File: src/rtl/gf180mcu_osu_sc_invpipe_pkg.sv
// Shared constants and helpers for the inverting valid/ready pipeline.
package gf180mcu_osu_sc_invpipe_pkg;

   localparam int unsigned DEFAULT_WIDTH = 8;
   localparam int unsigned DEFAULT_DEPTH = 3;

   // Reset value of every polarity-mask bit: invert.
   localparam logic RST_MASK_BIT = 1'b1;

   function automatic int unsigned occ_width(input int unsigned depth);
      return $clog2(depth + 1);
   endfunction

endpackage

File: src/rtl/gf180mcu_osu_sc_gp9t3v3__invpipe_stage.sv
// One pipeline stage: valid bit plus data word, loaded whenever adv is high.
module gf180mcu_osu_sc_gp9t3v3__invpipe_stage
   import gf180mcu_osu_sc_invpipe_pkg::*;
#(
   parameter int unsigned WIDTH = DEFAULT_WIDTH
) (
   input  logic             clk,
   input  logic             rst_n,
   input  logic             adv,
   input  logic             in_valid,
   input  logic [WIDTH-1:0] in_data,
   output logic             valid,
   output logic [WIDTH-1:0] data
);

   logic             valid_q, valid_d;
   logic [WIDTH-1:0] data_q,  data_d;

   always_comb begin
      valid_d = valid_q;
      data_d  = data_q;
      if (adv) begin
         valid_d = in_valid;
         data_d  = in_data;
      end
   end

   always_ff @(posedge clk or negedge rst_n) begin
      if (!rst_n) begin
         valid_q <= 1'b0;
         data_q  <= '0;
      end else begin
         valid_q <= valid_d;
         data_q  <= data_d;
      end
   end

   assign valid = valid_q;
   assign data  = data_q;

endmodule

File: src/rtl/gf180mcu_osu_sc_gp9t3v3__invpipe.sv
// Registered inverting pipeline with bubble-collapsing valid/ready flow and occupancy count.
// Define GF180_OSU_INVPIPE_POL_EN to add the loadable polarity mask (POL/POL_LD ports).
module gf180mcu_osu_sc_gp9t3v3__invpipe
   import gf180mcu_osu_sc_invpipe_pkg::*;
#(
   parameter  int unsigned WIDTH = DEFAULT_WIDTH,
   parameter  int unsigned DEPTH = DEFAULT_DEPTH,
   localparam int unsigned OCC_W = occ_width(DEPTH)
) (
   input  logic             CLK,
   input  logic             RN,
   input  logic [WIDTH-1:0] A,
   input  logic             A_VALID,
   output logic             A_READY,
   output logic [WIDTH-1:0] Y,
   output logic             Y_VALID,
   input  logic             Y_READY,
   output logic [OCC_W-1:0] OCC
`ifdef GF180_OSU_INVPIPE_POL_EN
   ,
   input  logic             POL_LD,
   input  logic [WIDTH-1:0] POL
`endif
);

   logic [DEPTH-1:0] stg_valid;
   logic [WIDTH-1:0] stg_data [DEPTH];
   logic [DEPTH-1:0] adv_c;
   logic [WIDTH-1:0] mask;
   logic             in_xfer_c;
   logic             out_xfer_c;
   logic [OCC_W-1:0] occ_q, occ_d;

   // A stage advances if it or any stage downstream of it is empty, or Y_READY.
   always_comb begin : ready_chain
      logic run;
      run   = Y_READY;
      adv_c = '0;
      for (int i = int'(DEPTH) - 1; i >= 0; i--) begin
         run      = run | ~stg_valid[i];
         adv_c[i] = run;
      end
   end

`ifdef GF180_OSU_INVPIPE_POL_EN
   logic [WIDTH-1:0] mask_q, mask_d;

   always_comb begin
      mask_d = mask_q;
      if (POL_LD) mask_d = POL;
   end

   // Entry uses mask_q, so a word accepted on a load edge still sees the old mask.
   always_ff @(posedge CLK or negedge RN) begin
      if (!RN) mask_q <= {WIDTH{RST_MASK_BIT}};
      else     mask_q <= mask_d;
   end

   assign mask = mask_q;
`else
   assign mask = {WIDTH{RST_MASK_BIT}};
`endif

   for (genvar i = 0; i < DEPTH; i++) begin : g_stage
      logic             in_valid;
      logic [WIDTH-1:0] in_data;

      if (i == 0) begin : g_head
         assign in_valid = A_VALID;
         assign in_data  = A ^ mask;
      end else begin : g_body
         assign in_valid = stg_valid[i-1];
         assign in_data  = stg_data[i-1];
      end

      gf180mcu_osu_sc_gp9t3v3__invpipe_stage #(
         .WIDTH (WIDTH)
      ) u_stage (
         .clk      (CLK),
         .rst_n    (RN),
         .adv      (adv_c[i]),
         .in_valid (in_valid),
         .in_data  (in_data),
         .valid    (stg_valid[i]),
         .data     (stg_data[i])
      );
   end

   assign A_READY    = adv_c[0];
   assign Y          = stg_data[DEPTH-1];
   assign Y_VALID    = stg_valid[DEPTH-1];
   assign in_xfer_c  = A_VALID & A_READY;
   assign out_xfer_c = Y_VALID & Y_READY;

   // Occupancy tracks transfers rather than re-counting the valid bits.
   always_comb begin
      occ_d = occ_q;
      if (in_xfer_c && !out_xfer_c)      occ_d = occ_q + OCC_W'(1);
      else if (!in_xfer_c && out_xfer_c) occ_d = occ_q - OCC_W'(1);
   end

   always_ff @(posedge CLK or negedge RN) begin
      if (!RN) occ_q <= '0;
      else     occ_q <= occ_d;
   end

   assign OCC = occ_q;

endmodule

File: config.mk
export PLATFORM = sky130hd
export DESIGN_NAME = gf180mcu_osu_sc_gp9t3v3__invpipe
export DESIGN_NICKNAME = d
export VERILOG_FILES = /design/src/rtl/gf180mcu_osu_sc_invpipe_pkg.sv /design/src/rtl/gf180mcu_osu_sc_gp9t3v3__invpipe_stage.sv /design/src/rtl/gf180mcu_osu_sc_gp9t3v3__invpipe.sv
export SDC_FILE = /design/constraint.sdc
export NUM_CORES = 1
export LEC_CHECK = 0
export CORE_ASPECT_RATIO = 0.5
export CORE_UTILIZATION = 47
export DETAILED_ROUTE_END_ITERATION = 6
export GPL_TIMING_DRIVEN = 0
export PLACE_DENSITY = 0.8
export SKIP_LAST_GASP = 1
export SLEW_MARGIN = 20
export SYNTH_ARGS = -nofsm -noshare
export SYNTH_HDL_FRONTEND = slang
export SYNTH_HIERARCHICAL = 1
export SYNTH_SLANG_ARGS = --single-unit
File: constraint.sdc
create_clock -name CLK -period 3.5 [get_ports CLK]
set_input_delay 0.35 -clock CLK [delete_from_list [all_inputs] [get_ports CLK]]
set_output_delay 0.35 -clock CLK [all_outputs]
set_load 0.01 [all_outputs]
# After elaboration in Yosys (flattened, before gate mapping)

Cells that the tools add are included.

$add $sub $neg: 2
Muxes and demuxes: 2
Bitwise logic cells: 9
Reductions and logical operators: 5

Operators with widths:

| operator            | number |
|---|---|
| $not 8->8           | 1 |
| $mux 2              | 2 |
| $not 1->1           | 3 |
| $or 1x1->1          | 3 |
| $add 2x1->2 const B | 1 |
| $and 1x1->1         | 2 |
| $logic_and 1x1->1   | 2 |
| $logic_not 1->1     | 2 |
| $reduce_bool 2->1   | 1 |
| $sub 2x1->2 const B | 1 |

Register bits: 29
Input bits: 12

# Logic depth before layout (Yosys ltp)

Gate-level depths: netlist of the first run.

Depth in word-level cells: 9
Depth in mapped cells: 7

# Cells and area by module

The synthesis of the first run kept the hierarchy.

By module, submodules not included:

| module                                 | instances | cells an instance | area an instance (um2) | seq. area each (um2) |
|---|---|---|---|---|
| gf180mcu_osu_sc_gp9t3v3__invpipe_stage | 3         | 19                | 371.6                  | 225.2 |
| gf180mcu_osu_sc_gp9t3v3__invpipe       | 1         | 21                | 163.9                  | 50.0 |

# Worst setup path after synthesis of the first run

OpenSTA, ideal clock, no wires.

Path type: register -> register
From: register g_stage[2].u_stage.valid_q
To: register occ_q[1] (netlist: OCC[1])
Library setup time: 0.079 ns
Arrival time: 1.459 ns
Required time: 3.421 ns
Slack: 1.962 ns
Stages on the path, launching flop included: 7
Buffers on the path: 0
Clock period less this slack: 1.538 ns
Path through: dfrtp_1 -> nor2b_4 -> nand3_2 -> and2_1 -> ha_1 -> nor2_1 -> xor2_1

Cells in the longest elaborated chain, start to end: 8
Elaborated cells between the ends (all ways): 12

RTL lines:

| item                         | RTL line                                     | RTL |
|---|---|---|
| start: declaration           | gf180mcu_osu_sc_gp9t3v3__invpipe_stage.sv:16 | `logic valid_q, valid_d;` |
| start signal: assignment     | gf180mcu_osu_sc_gp9t3v3__invpipe_stage.sv:33 | `valid_q <= valid_d;` |
| $not 1->1 (*)                | gf180mcu_osu_sc_gp9t3v3__invpipe.sv:40       | `run = run \| ~stg_valid[i];` |
| $or 1x1->1 (*) (3 in series) | gf180mcu_osu_sc_gp9t3v3__invpipe.sv:40       |  |
| via A_READY                  | gf180mcu_osu_sc_gp9t3v3__invpipe.sv:14       | `output logic A_READY,` |
| $and 1x1->1 (*)              | gf180mcu_osu_sc_gp9t3v3__invpipe.sv:92       | `assign in_xfer_c = A_VALID & A_READY;` |
| $logic_not 1->1              | gf180mcu_osu_sc_gp9t3v3__invpipe.sv:99       | `else if (!in_xfer_c && out_xfer_c) occ_d = occ_q - OCC_W'(1);` |
| $logic_and 1x1->1            | gf180mcu_osu_sc_gp9t3v3__invpipe.sv:99       |  |
| $reduce_bool 2->1 (no line)  | n/a                                          |  |
| end signal: assignment       | gf180mcu_osu_sc_gp9t3v3__invpipe.sv:103      | `if (!RN) occ_q <= '0;` |
| end signal: assignment       | gf180mcu_osu_sc_gp9t3v3__invpipe.sv:104      | `else occ_q <= occ_d;` |
| end: declaration             | gf180mcu_osu_sc_gp9t3v3__invpipe.sv:32       | `logic [OCC_W-1:0] occ_q, occ_d;` |

The timed path passes the listed nets; every way through them passes the cells marked *.
A chain may end at the register's enable or synchronous reset.

# Worst setup path in the final report of the first run

From: input port Y_READY
To: output port A_READY

Cells in the longest elaborated chain, start to end: 3

RTL lines:

| item                     | RTL line                               | RTL |
|---|---|---|
| start: declaration       | gf180mcu_osu_sc_gp9t3v3__invpipe.sv:17 | `input logic Y_READY,` |
| $or 1x1->1 (3 in series) | gf180mcu_osu_sc_gp9t3v3__invpipe.sv:40 |  |
| end: declaration         | gf180mcu_osu_sc_gp9t3v3__invpipe.sv:14 |  |

No other way between the ends.

==> results of run 1 <==
cell families (layout without fill, tap and decap cells):
| family | Yosys count | after routing |
|---|---|---|
| buffers and inverters | 12 | 43 |
| adder cells (fa/ha/maj) | 1 | 1 |
| flip-flops | 29 | 29 |
| AND/OR/NAND/NOR | 6 | 6 |
| multiplexers | 27 | 27 |
| XOR/XNOR | 3 | 3 |
flip-flops by register name, indices dropped and copies added, names as in the netlist:
| register | count |
|---|---|
| OCC | 2 |
| g_stage.u_stage/data | 24 |
| g_stage.u_stage/valid | 3 |
worst max-delay path by stage:
| stage | endpoint |
|---|---|
| 4_1_cts | A_READY |
| 2_1_floorplan | OCC[1] |
| 6_report | A_READY |
| 3_5_place_dp | OCC[1] |
| 3_3_place_gp | A_READY |
| 5_1_grt | A_READY |
through the flow:
stage | hold WS (ns) | worst slack (ns) | power, W
3_5_place_dp | 0.404 | 1.54 | 0.000706
3_3_place_gp | 0.459 | 1.60 | 0.000695
5_1_grt | 0.134 | 1.52 | 0.00111
2_1_floorplan | 0.0544 | 1.96 | 0.000589
6_report | 0.0833 | 1.56 | 0.00106
4_1_cts | 0.105 | 1.56 | 0.00107
layer usage:
layer	up-vias	wire length, um
li1	313	-
met1	343	1060
met2	13	1070
met3	4	76
met4	0	30
met5	-	0
cell type report:
cell class / count / area, sq um
Buffer: 3 / 33.8
Clock buffer: 7 / 86.3
Clock inverter: 1 / 30.0
Fill cell: 146 / 723
Inverter: 9 / 33.8
Multi-Input combinational cell: 37 / 485
Sequential cell: 29 / 726
Tap cell: 35 / 43.8
Timing Repair Buffer: 23 / 225
layout by cell type (no fill, tap or decap), drive strengths merged:
master / count
nor2b: 1
buf: 4
mux2: 27
nand3: 1
ha: 1
clkdlybuf4s50: 22
dfrtp: 29
nand2: 2
xor2: 2
clkbuf: 7
xnor2: 1
bufinv: 1
and2: 1
inv: 9
nor2: 1
critical path: cells and delay by family:
kind,cells,cell delay (ns)
AND/OR/NAND/NOR,2,0.27
buffers and inverters,2,0.97
power breakdown:
part / switching [W] / internal, W / leakage (nW) / total [W]
logic: 0.0000886 / 0.000173 / 0.438 / 0.000261
registers: 0.0000442 / 0.000396 / 0.338 / 0.000441
clock network: 0.000124 / 0.000232 / 0.0585 / 0.000355
total: 0.000256 / 0.000801 / 0.835 / 0.00106
==> flow_metrics.env, run 1 <==
export IMPL_status="finished clean"
export IMPL_drive_above_1_share_pct=36.7
export IMPL_cts_tree="yes"
export IMPL_synthTopCellsByCount="dfrtp_1 (29), mux2_4 (27), inv_1 (9)"
export IMPL_crit_type="primary input to output pin"
export IMPL_tightest_slew_ns=0.624
export IMPL_post_route_period_util_pct=55.4
export IMPL_synth_main_ff_cell="dfrtp_1"
export IMPL_grt_max_degree=30
export IMPL_critPathRequiredTime_ns=3.15
export IMPL_num_nets_final=121
export IMPL_ys_types=12
export IMPL_start_util_pct=53.6
export IMPL_drtPass1Iterations=3
export IMPL_syn_inst=78
export IMPL_yosys_warnings=6
export IMPL_syn_num_nets=91
export IMPL_synthSimpleGateAreaFrac_pct=3.23
export IMPL_r2r_cells=6
export IMPL_max_slew_margin_pct=58.4
export IMPL_vdd_ir_drop_max_v=0.000389
export IMPL_fmax_mhz=515
export IMPL_crit_top_cell="clkdlybuf4s50_1"
export IMPL_yosysTopAreaCell="dfrtp_1"
export IMPL_post_place_cells=136
export IMPL_pin_count=24
export IMPL_slowest_delay_ns=0.49
export IMPL_ant_nets=0
export IMPL_busiest_layer="met2"
export IMPL_r2r_slack_ns=1.93
export IMPL_hp_class="primary input to asynchronous set/reset pin"
export IMPL_ys_top_cells_by_area="dfrtp_1 (57%), mux2_4 (32%), inv_1 (2.6%)"
export IMPL_vias=673
export IMPL_final_cell_count_no_fill=144
export IMPL_synth_xor_area_share_pct=2.05
export IMPL_clk_pin_slew_ns=0.06
export IMPL_fin_tns_setup_ns=0
export IMPL_synth_compound_area_share_pct=0
export IMPL_min_period_ns=1.94
export IMPL_area_delta_synth_final_pct=30.1
export IMPL_numCtsBuffers=5
export IMPL_htreeDepth=2
export IMPL_postPlaceCellArea_sq_um=1550
export IMPL_final_max_slew_violation_count=0
export IMPL_cts_sinks=29
export IMPL_syn_cell_area_sq_um=1280
export IMPL_ys_ff_latch=29
export IMPL_rr_startpoint="g_stage[2].u_stage/valid"
export IMPL_drt_iter0_drc=42
export IMPL_p_per_area_nw_per_um2=635
export IMPL_cts_hold_buf=0
export IMPL_async_reset_ff_share_pct=100
export IMPL_place_gp_congestion=0.706
export IMPL_rows=12
export IMPL_hpwl_um=1430
export IMPL_grt_use_met3_pct=6.51
export IMPL_critPathMaxFanout=3
export IMPL_synth_top_family_by_area="multiplexers"
export IMPL_cp_start_kind="primary input"
export IMPL_synth_most_common_cell="dfrtp_1"
export IMPL_grt_setup_unrepaired="no"
export IMPL_cts_root_buffer="clkbuf_8"
export IMPL_synth_seq_area_share_pct=56.8
export IMPL_crit_path_start="Y_READY"
export IMPL_postLayoutCellArea_sq_um=1660
export IMPL_grt_usage_pct=19.0
export IMPL_setup_viol=0
export IMPL_cp_end_kind="output pin"
export IMPL_route_detailed_drc=0
export IMPL_grt_remaining_overflow=0
export IMPL_diodes=0
export IMPL_drt_total_wl_um=2240
export IMPL_leakage_nw=0.835
export IMPL_slowest_stage="clkdlybuf4s50_1"
export IMPL_yosys_area_share_adder_pct=0.978
export IMPL_clk_latency_ns=0.28
export IMPL_reg2reg_to="OCC[1]"
export IMPL_vias_per_cell=4.67
export IMPL_muxShareOfSynthArea_pct=31.7
export IMPL_coreArea_sq_um=2390
export IMPL_cts_resized=0
export IMPL_crit_chain="clkdlybuf4s50_1 -> nor2b_4 -> nand3_2 -> clkdlybuf4s50_1"
export IMPL_die_area_sq_um=2950
export IMPL_grt_antenna_before_repair=0
export IMPL_grt_pass1_wl_um=3760
export IMPL_skew_ns=0.00697
export IMPL_grt_pass1_vias=769
export IMPL_die_w_um=75.8
export IMPL_maxCapViolCount=0
export IMPL_arrival_ns=1.59
export IMPL_post_drt_wl_per_cell_um=15.5
export IMPL_die_h_um=38.9
export IMPL_post_route_util_pct=69.7
export IMPL_synth_edf_count=0
export IMPL_portBuffers=23
export IMPL_met2_usage_pct=31.9
export IMPL_synth_top_area_share_pct=56.8
export IMPL_cts_setup_buffers=0
export IMPL_ctsLongestPathBuffers=2
export IMPL_hold_viol=0
export IMPL_gr_usage_met1_pct=22.7
export IMPL_synth_area_per_cell_sq_um=16.4
(Power assumes the default switching activity.)
==> inputs of run 2 (changes only) <==
--- a/config.mk
+++ b/config.mk
@@ -6,7 +6,7 @@
 export NUM_CORES = 1
 export LEC_CHECK = 0
 export CORE_ASPECT_RATIO = 0.5
-export CORE_UTILIZATION = 47
+export CORE_UTILIZATION = 45
 export DETAILED_ROUTE_END_ITERATION = 6
 export GPL_TIMING_DRIVEN = 0
 export PLACE_DENSITY = 0.8
==> constraint.sdc (replaced) <==
create_clock -name CLK -period 1.74 [get_ports CLK]
set_input_delay 0.174 -clock CLK [delete_from_list [all_inputs] [get_ports CLK]]
set_output_delay 0.174 -clock CLK [all_outputs]
set_load 0.01 [all_outputs]
==> run 2 against run 1 <==
Compared with the run above:
- first-iteration DRC count rose by 50%
- worst setup slack lost 1.4 ns
- die area grew 4.3%
- clock-buffer cell count is 1 lower
- register-to-register slack lost 1.7 ns
- non-clock buffer count increased by 1
==> flow_metrics.env, run 2 (synthesis gave the netlist of run 1 again) <==
export IMPL_fin_tns_setup_ns=0
export IMPL_grt_usage_pct=15.7
export IMPL_drive_above_1_share_pct=36.4
export IMPL_p_int_w=0.00142
export IMPL_cp_depth=3
export IMPL_postLayoutCellArea_sq_um=1640
export IMPL_grt_setup_unrepaired="no"
export IMPL_coreArea_sq_um=2650
export IMPL_die_w_um=77.4
export IMPL_die_area_sq_um=3070
export IMPL_area_delta_synth_final_pct=28.5
export IMPL_drt_total_wl_um=2040
export IMPL_netSwitchingFraction_pct=25.8
export IMPL_clk_latency_ns=0.27
export IMPL_num_fill_cells=197
export IMPL_arrival_ns=1.45
export IMPL_leakage_nw=0.825
export IMPL_layout_common_cells="dfrtp_1 (29), mux2_4 (27), clkdlybuf4s50_1 (22)"
export IMPL_vias_per_cell=4.51
export IMPL_max_slew_margin_pct=57.9
export IMPL_setup_viol=0
export IMPL_grt_pass1_wl_um=3420
export IMPL_ctsLongestPathBuffers=2
export IMPL_maxCapViolCount=0
export IMPL_cts_tree="yes"
export IMPL_critPathMaxFanout=4
export IMPL_path_buf_inv=1
export IMPL_pin_count=24
export IMPL_grt_pass1_vias=693
export IMPL_p_per_area_nw_per_um2=1170
export IMPL_grt_remaining_overflow=0
export IMPL_slowest_delay_ns=0.54
export IMPL_pwr_share_comb_pct=27.2
export IMPL_switchingPower_w=0.000495
export IMPL_postPlaceCellArea_sq_um=1550
export IMPL_multi_input_area_sq_um=485
export IMPL_post_place_ws_ns=-0.0318
export IMPL_vias=663
export IMPL_final_common_cell="dfrtp_1"
export IMPL_clk_pin_slew_ns=0.06
export IMPL_num_nets_final=122
export IMPL_worst_slack_ns=0.112
export IMPL_total_power_w=0.00192
export IMPL_hpwl_um=1380
export IMPL_ant_nets=0
export IMPL_crit_chain="nor2b_4 -> nand3_2 -> clkdlybuf4s50_1"
export IMPL_drt_iter0_drc=63
export IMPL_post_drt_wl_per_cell_um=13.9
export IMPL_grt_max_degree=30
export IMPL_tightest_slew_ns=0.631
export IMPL_cp_end_kind="output pin"
export IMPL_drtPass1Iterations=2
export IMPL_critPathTopFamily="buffers and inverters"
export IMPL_cts_resized=0
export IMPL_post_route_period_util_pct=93.6
export IMPL_largest_reg_flops=24
export IMPL_seqCellArea_sq_um=726
export IMPL_r2r_slack_ns=0.21
export IMPL_fmax_mhz=614
export IMPL_start_util_pct=48.2
export IMPL_slowest_stage="clkdlybuf4s50_1"
export IMPL_pwr_share_clk_pct=26.7
export IMPL_diodes=0
export IMPL_rr_startpoint="g_stage[2].u_stage/valid"
export IMPL_crit_path_start="g_stage[2].u_stage/valid"
export IMPL_rows=13
export IMPL_status="finished clean"
export IMPL_min_period_ns=1.63
export IMPL_grt_antenna_before_repair=0
export IMPL_route_detailed_drc=0
export IMPL_hold_viol=0
export IMPL_cts_root_buffer="clkbuf_8"
export IMPL_htreeDepth=2
export IMPL_place_gp_congestion=0.641
export IMPL_hp_class="primary input to asynchronous set/reset pin"
export IMPL_cp_start_kind="flip-flop"
export IMPL_vdd_ir_drop_max_v=0.000703
export IMPL_critPathRequiredTime_ns=1.57
export IMPL_post_route_util_pct=62.0
export IMPL_final_max_slew_violation_count=0
export IMPL_crit_type="flip-flop to output pin"
export IMPL_cts_sinks=29
export IMPL_die_h_um=39.7
export IMPL_portBuffers=23
export IMPL_numCtsBuffers=5
export IMPL_skew_ns=0.00720
export IMPL_r2r_cells=7
export IMPL_power_share_sequential_pct=46.1
==> run 2: cell count changes in the layout (fill, tap and decap cells not counted) <==
cell and delta:
dlygate4sd3_1 +1, clkinv_2 +2, clkbuf_8 -1, bufinv_16 -1
==> run 2: path summary, 6_finish.rpt <==
check / to
setup / recovery: A_READY
hold / removal: g_stage[2].u_stage/data[0]
setup reg to reg: OCC[1]
hold reg to reg: OCC[1]
max in group asynchronous: g_stage[0].u_stage/data[7]
min in group CLK: OCC[1]
==> run 2: per-stage QoR <==
step,hold WS (ns),instances
4_1_cts,0.477,147
6_report,0.471,147
3_3_place_gp,0.465,138
5_1_grt,0.484,147
2_1_floorplan,-0.122,78
3_5_place_dp,0.232,138
==> run 2: final cells by class <==
cell class / count / share of cell area [%]
multi-input cells: 37 / 29.6
inverters: 9 / 2.06
repair buffers: 24 / 14.3
well taps: 37 / 2.82
clock inverters: 2 / 0.609
flip-flops and latches: 29 / 44.2
plain buffers: 3 / 2.06
clock buffers: 6 / 4.42
==> run 2: repair_timing <==
item,in CTS,in global routing
endpoints found under the hold margin,29,0
hold buffers,1,0
buffers inserted,0,0
==> run 2: power groups by stage <==
stage | clock network [W] | registers [W] | logic [W]
finish | 0.000512 | 0.000884 | 0.000521
global route | 0.000560 | 0.000899 | 0.000556
CTS | 0.000527 | 0.000885 | 0.000527
detailed placement | 0 | 0.000891 | 0.000524
global placement | 0 | 0.000889 | 0.000514
floorplan | 0 | 0.000912 | 0.000272
==> run 2: routing by layer <==
layer	wire length (um)	share of wire, %	vias up	GRT usage (%)
li1	-	-	313	-
met1	1010	50	336	20.8
met2	950	47	12	23.9
met3	70	3.4	2	5.58
met4	8	0.39	0	5.66
met5	0	0	-	0
